File: config.mk
export PLATFORM = sky130hd
export DESIGN_NAME = sa_result_collector
export DESIGN_NICKNAME = d
export VERILOG_FILES = /design/src/rtl/sa_pkg.sv /design/src/rtl/sa_lane_deskew.sv /design/src/rtl/sa_result_collector.sv
export SDC_FILE = /design/constraint.sdc
export NUM_CORES = 1
export LEC_CHECK = 0
export ABC_AREA = 1
export CORE_UTILIZATION = 25
export DETAILED_ROUTE_END_ITERATION = 10
export GPL_TIMING_DRIVEN = 1
export HOLD_SLACK_MARGIN = 0.02
export PLACE_DENSITY_LB_ADDON = 0.15
export SYNTH_ARGS = -nofsm -noshare
export SYNTH_HDL_FRONTEND = slang
export SYNTH_SLANG_ARGS = --single-unit
export TNS_END_PERCENT = 50
File: constraint.sdc
create_clock -name i_clk -period 3.3 [get_ports i_clk]
set_clock_uncertainty 0.05 [all_clocks]
set_input_delay 0.33 -clock i_clk [delete_from_list [all_inputs] [get_ports i_clk]]
set_output_delay 0.33 -clock i_clk [all_outputs]
set_load 0.005 [all_outputs]
File: src/rtl/sa_pkg.sv
// Shared definitions for the systolic-array feeder and result collector:
// default geometry, collector state encoding and the matrix packing helper.
package sa_pkg;

  localparam int unsigned SaW = 16;
  localparam int unsigned SaN = 3;

  typedef enum logic [1:0] {
    StIdle,
    StCollect,
    StHold
  } sa_state_e;

  // Bit offset of C[r][c] in a row-major, MSB-first packed n x n matrix.
  function automatic int unsigned c_idx(input int unsigned r, input int unsigned c,
                                        input int unsigned n, input int unsigned w);
    return w * (n * n - 1 - (r * n + c));
  endfunction

endpackage

File: src/rtl/sa_lane_deskew.sv
// One result lane: row counter, per-row write enable, completion flag and
// overflow detection for beats arriving after the lane is already full.
module sa_lane_deskew #(
  parameter int unsigned N = 3
) (
  input  logic         i_clk,
  input  logic         i_rst_n,
  input  logic         i_clr,
  input  logic         i_en,
  input  logic         i_vld,
  output logic [N-1:0] o_wr_en,
  output logic         o_done,
  output logic         o_ovf
);

  localparam int unsigned CW = $clog2(N + 1);
  localparam logic [CW-1:0] Full = CW'(N);

  logic [CW-1:0] cnt_q, cnt_d;

  always_comb begin
    cnt_d   = cnt_q;
    o_wr_en = '0;
    o_ovf   = 1'b0;
    if (i_clr) begin
      cnt_d = '0;
    end else if (i_en && i_vld) begin
      if (cnt_q == Full) begin
        o_ovf = 1'b1;
      end else begin
        cnt_d = cnt_q + CW'(1);
        for (int unsigned k = 0; k < N; k++) begin
          if (cnt_q == CW'(k)) o_wr_en[k] = 1'b1;
        end
      end
    end
  end

  // Looks at the next count so the top can enter HOLD on the last write edge.
  assign o_done = (cnt_d == Full);

  always_ff @(posedge i_clk) begin
    if (!i_rst_n) cnt_q <= '0;
    else          cnt_q <= cnt_d;
  end

endmodule

File: src/rtl/sa_result_collector.sv
// Deskews N systolic result lanes into a packed N x N matrix and presents it
// to the consumer with a valid/ready handshake.
module sa_result_collector
  import sa_pkg::*;
#(
  parameter int unsigned W = SaW,
  parameter int unsigned N = SaN
) (
  input  logic             i_clk,
  input  logic             i_rst_n,
  input  logic             i_start,
  input  logic [N-1:0]     i_lane_vld,
  input  logic [W*N-1:0]   i_lane_data,
  output logic [W*N*N-1:0] o_C,
  output logic             o_valid,
  input  logic             i_ready,
  output logic             o_busy,
  output logic             o_err
);

  sa_state_e state_q, state_d;
  logic [W*N*N-1:0] c_q, c_d;
  logic err_q, err_d;
  logic start_taken, lane_en;
  logic [N-1:0] done, ovf;
  logic [N-1:0] wr_en [N];

  always_comb begin
    start_taken = 1'b0;
    unique case (state_q)
      StIdle:    start_taken = i_start;
      StCollect: start_taken = i_start;
      StHold:    start_taken = i_start && i_ready;
      default:   start_taken = 1'b0;
    endcase
  end

  // A restart cycle discards its lane data.
  assign lane_en = (state_q == StCollect) && !i_start;

  for (genvar j = 0; j < N; j++) begin : g_lane
    sa_lane_deskew #(
      .N(N)
    ) u_lane (
      .i_clk   (i_clk),
      .i_rst_n (i_rst_n),
      .i_clr   (start_taken),
      .i_en    (lane_en),
      .i_vld   (i_lane_vld[j]),
      .o_wr_en (wr_en[j]),
      .o_done  (done[j]),
      .o_ovf   (ovf[j])
    );
  end

  always_comb begin
    state_d = state_q;
    c_d     = c_q;
    err_d   = err_q;
    unique case (state_q)
      StIdle: begin
        if (i_start) state_d = StCollect;
        if (|i_lane_vld) err_d = 1'b1;
      end
      StCollect: begin
        if (!i_start) begin
          if (&done) state_d = StHold;
          if (|ovf) err_d = 1'b1;
        end
      end
      StHold: begin
        if (i_ready) state_d = i_start ? StCollect : StIdle;
        if (|i_lane_vld) err_d = 1'b1;
      end
      default: state_d = StIdle;
    endcase
    for (int unsigned j = 0; j < N; j++) begin
      for (int unsigned k = 0; k < N; k++) begin
        if (wr_en[j][k]) c_d[c_idx(k, j, N, W) +: W] = i_lane_data[W*j +: W];
      end
    end
    if (start_taken) begin
      c_d   = '0;
      err_d = 1'b0;
    end
  end

  always_ff @(posedge i_clk) begin
    if (!i_rst_n) begin
      state_q <= StIdle;
      c_q     <= '0;
      err_q   <= 1'b0;
    end else begin
      state_q <= state_d;
      c_q     <= c_d;
      err_q   <= err_d;
    end
  end

  assign o_C     = c_q;
  assign o_valid = (state_q == StHold);
  assign o_busy  = (state_q == StCollect);
  assign o_err   = err_q;

endmodule

== Word level (Yosys, flattened, before mapping) ==
Index checks and enable logic that the tools add are counted.
Word-level totals
  register bits: 153
  output and inout bits: 147
  word-level logic and storage cells: 104
Operators by class
  add/subtract/negate cells: 3
  equal/unequal tests: 20
  mux-type cells: 47
  bitwise operators: 1
  reduce and logical (&&, ||, !) cells: 19
Operator list (number)
  $mux 3: 9
  $mux 2: 13
  $mux 1: 22
  $eq 2x2->1 const B: 10
  $eq 2x1->1 const B: 4
  $logic_not 2->1: 4
  $ne 2x1->1 const B: 4
  $reduce_and 4->1: 2
  $add 2x1->2 const B: 3
  $pmux 2 s3: 1
  $reduce_or 2->1: 3
  $reduce_or 3->1: 2
  $logic_and 1x1->1: 5
  $ne 2x2->1 const B: 2
  $pmux 1 s2: 2
  $reduce_and 3->1: 1
  $reduce_bool 2->1: 1
  $logic_not 1->1: 1
  $not 1->1: 1

== Longest topological paths before layout ==
  word-level depth: 10
  depth in mapped cells: 10
  mapped depth without buffers: 9

== Cells and area by module ==
Synthesis repeated with hierarchy kept, for this count alone.
Unflattened totals
  cell total of the unflattened synthesis: 731
  area total of the unflattened synthesis: 5728.0 µm²
By module, submodules not included
  sa_result_collector: times used 1, cells an instance 662, area an instance 5341.4 µm²
  sa_lane_deskew: times used 3, cells an instance 23, area an instance 128.9 µm²

== Least setup slack after synthesis ==
OpenSTA, ideal clock, no wires.
  path kind: register -> register
  start: register state_q[1]
  end: register c_q[140] (netlist: o_C[140])
  setup time: 116 ps
  arrival: 1277 ps
  required time: 3134 ps
  setup slack: 1857 ps
  cell stages (with the launch flop): 8
  buffers on the path: 1
  period minus slack after synthesis: 1443 ps
  cell sequence: dfxtp_1 nor2_2 nand3_2 inv_2 nand3_4 clkbuf_1 o21ai_0 nor2_1
Between the ends
  longest elaborated chain between the ends: 5
RTL lines
  start, declared: line sa_result_collector.sv:21  | sa_state_e state_q, state_d;
  start signal, assigned: line sa_result_collector.sv:90  | state_q <= StIdle;
  start signal, assigned: line sa_result_collector.sv:94  | state_q <= state_d;
  parallel branches: the longest is 5 deep, another holds $mux 3
  end signal, assigned: line sa_result_collector.sv:91  | c_q <= '0;
  end signal, assigned: line sa_result_collector.sv:95  | c_q <= c_d;
  end, declared: line sa_result_collector.sv:22  | logic [W*N*N-1:0] c_q, c_d;
Parallel ways; which one is timed is not known.
A chain may end at the register's enable or synchronous reset.

== Worst setup path in the final report ==
  start: register state_q[0]
  end: register c_q[141] (netlist: o_C[141])
The elaborated chain is that of the path after synthesis.

==> impl_results.md <==
- Post-DP HPWL: ~12 mm
- R2R cell count: 7
- H-tree depth: 4
- Via count: between 5000 and 6000
- Largest net degree at the start of global routing: 54
- R2r startpoint: state_q[0]$_SDFFE_PN0P_
- Post-DR vias/cell: 4.33
- HP Class: register to register
- Gr ovfl total: 0
- Fmax: about 470 MHz
- Post-synth top area cell: dfxtp_1
- Warnings, synthesis: 0
- Initial drt markers: 121
- Synth async-reset ratio: 0%
- Hold Path Sink: o_C[64]$_SDFFE_PP0P_
- Setup CP Type: register to register
- FF-to-FF setup slack: approximately 1200 ps
- Max Buffers Root-to-Sink: 2
- Cell Count, Final, Fillers Out: ~1200
- # clock sinks: 153
- CTS tree: built
- Hold buffers post-CTS: 0
- Status: finished, final reports clean
- First-pass GRT wire length: ~27 mm
- Syn nets: 758
- Area Growth Syn to Fin: 49.4%
- IO Count: 202
- Slew headroom: 65.7%
- Starting Density: about a quarter
- Clk_lat worst skew: 410 ps
- Resize count post-CTS: 0
- Routed WL: approximately 17 mm
- Post-synthesis sequential area ratio: 54.8%
- Worst Path Arrival: approximately 2500 ps
- Drt wl/cell: approximately 14 µm
- Setup TNS: 0 ps
- DRC viols: 0
- Worst EP required: 3600 ps
- Top cells by area in the synthesized netlist: dfxtp_1 (55%), nor2_1 (18%), o21ai_1 (7.9%)
- CP startpoint kind: register
- GPL Wtd Cong: between 0.7 and 0.8
- Max Slew Vio Count: 0
- Setup repair bufs after CTS: 0
- Fraction of layout cells with a size suffix above 1: 6.31%
- Unrepaired setup endpoints after global routing: no
- Yosys top cell area share: 54.8%
- Hold Startpoint: o_C[64]$_SDFFE_PP0P_
- Register bit total from synthesis: 153
- DRT Pass-1 Iters: 4
- Post-route ant nets: 0
- CP Capture Type: register
- Total track usage: 15.3%
- # rows: 54
- Final hold vios: 0
- Root buffer cell: clkbuf_16
- Setup-failing EPs final: 0
- Tcrit/Tclk final: 65.1%
- Power per cell area: 506 mW/mm²
- Syn Area/Cell: approximately 8 µm²
- Core Footprint: approximately 0.022 mm²
- Synth Flop Type: dfxtp_1
- Antenna violations before repair: 1
- Port bufs: 201
- Hold Path Stages: 2
- Max Cap Viol: 0
- CTS Buf Count: 17
- Vias in the first global route: 4948
- Minimum clock period: roughly 2100 ps
- Chip width: about 150 µm
- Hold_ws: around 410 ps
- Top-count cell post-synth: nor2_1
- Synthesized area: 0.00559 mm²
- Synth Instances: 703
- Slew @ Worst Pin: 514 ps
- Leakage: 2.94 nW
- FF-to-FF End: o_C[141]$_SDFFE_PP0P_
- Inserted Diodes: 0
- Post-synth EDFFs: 0
- Distinct cells, synth: 29
- Clock-pin slew on the worst setup and hold paths: 60 ps
- Die Ht: 151 µm
- Post-synth top cells: nor2_1 (264), dfxtp_1 (153), o21ai_1 (88)
- Crit-path max FO: 53
- Placed Cells: 1153
- Nets: 947
- Max VDD drop: 281 µV
- DIE AREA: approximately 0.023 mm²
- Final Core Density: 38.1%
- Pwr Total: 4.22 mW
layout make-up:
| cell class | count | area [µm²] |
|---|---|---|
| clock buffer | 17 | 425 |
| clock inverter | 13 | 179 |
| fill | 2288 | 13500 |
| inverter | 26 | 100 |
| multi-input combinational | 491 | 2190 |
| sequential | 153 | 3060 |
| tap | 280 | 350 |
| timing repair buffer | 203 | 2040 |
cell usage in the layout, fill, tap and decap left out, types with 2 or more instances in the layout:
cell type,netlist,final
a21oi_1,18,18
o21ai_1,88,88
dfxtp_1,153,153
nor3_1,3,3
nor2_1,264,264
inv_1,15,15
clkinv_2,0,5
o21ai_0,42,42
a211oi_1,2,2
clkdlybuf4s50_1,0,201
nand3_1,2,2
nand2_1,53,53
clkbuf_16,0,17
clkinv_4,0,2
inv_2,10,10
nand3_2,4,4
nand3_4,6,6
bufinv_16,0,4
worst max-delay path, stage by stage, from the launching register on:
cell	delay (ps)
dfxtp_1	510
a21boi_1	140
nand2_1	150
nand2_4	190
inv_4	440
buf_4	370
o21ai_0	140
nor2_1	90
registers in the layout, indices dropped and copies added (netlist names):
register             flops
o_C                    144
o_err                    1
g_lane.u_lane.cnt_q      6
state_q                  2
metal layers:
metal | GRT usage (%) | wire (µm)
met5 | 0 | 11
met3 | 5.96 | 1500
met1 | 18.9 | 7580
met2 | 24.0 | 7680
met4 | 5.40 | 187
how the worst max path moves through the flow:
stage / from / to / slack (ps) / cells past startpoint
after floorplan: state_q[1]$_SDFFE_PN0P_ / o_C[140]$_SDFFE_PP0P_ / 1860 / 7
after global placement: i_start / o_C[141]$_SDFFE_PP0P_ / 770 / 8
after detailed placement: i_start / o_C[141]$_SDFFE_PP0P_ / 730 / 8
after CTS: state_q[0]$_SDFFE_PN0P_ / o_C[141]$_SDFFE_PP0P_ / 1130 / 7
after global routing: state_q[0]$_SDFFE_PN0P_ / o_C[141]$_SDFFE_PP0P_ / 920 / 7
final: state_q[0]$_SDFFE_PN0P_ / o_C[141]$_SDFFE_PP0P_ / 1150 / 7
power breakdown:
part / internal (mW) / switching, mW
sequential: 1.87 / 0.0160
clock: 1.26 / 0.785
combinational: 0.140 / 0.157
per-stage QoR:
| step | worst slack (ps) | instance area (µm²) |
|---|---|---|
| after global placement | 774 | 7740 |
| after CTS | 1130 | 8350 |
| final | 1150 | 8350 |
| after detailed placement | 729 | 7740 |
| after global routing | 922 | 8350 |
| after floorplan | 1860 | 5590 |
kinds of logic (layout without fill, tap and decap cells):
group | count (synthesis) | after routing | share of synthesized area [%]
AND/OR/NAND/NOR | 338 | 338 | 25.2
AO/OA/AOI/OAI | 153 | 153 | 14.0
flip-flops | 153 | 153 | 54.8
buffers and inverters | 59 | 259 | 5.98
Power figures use the tool's default switching activity.
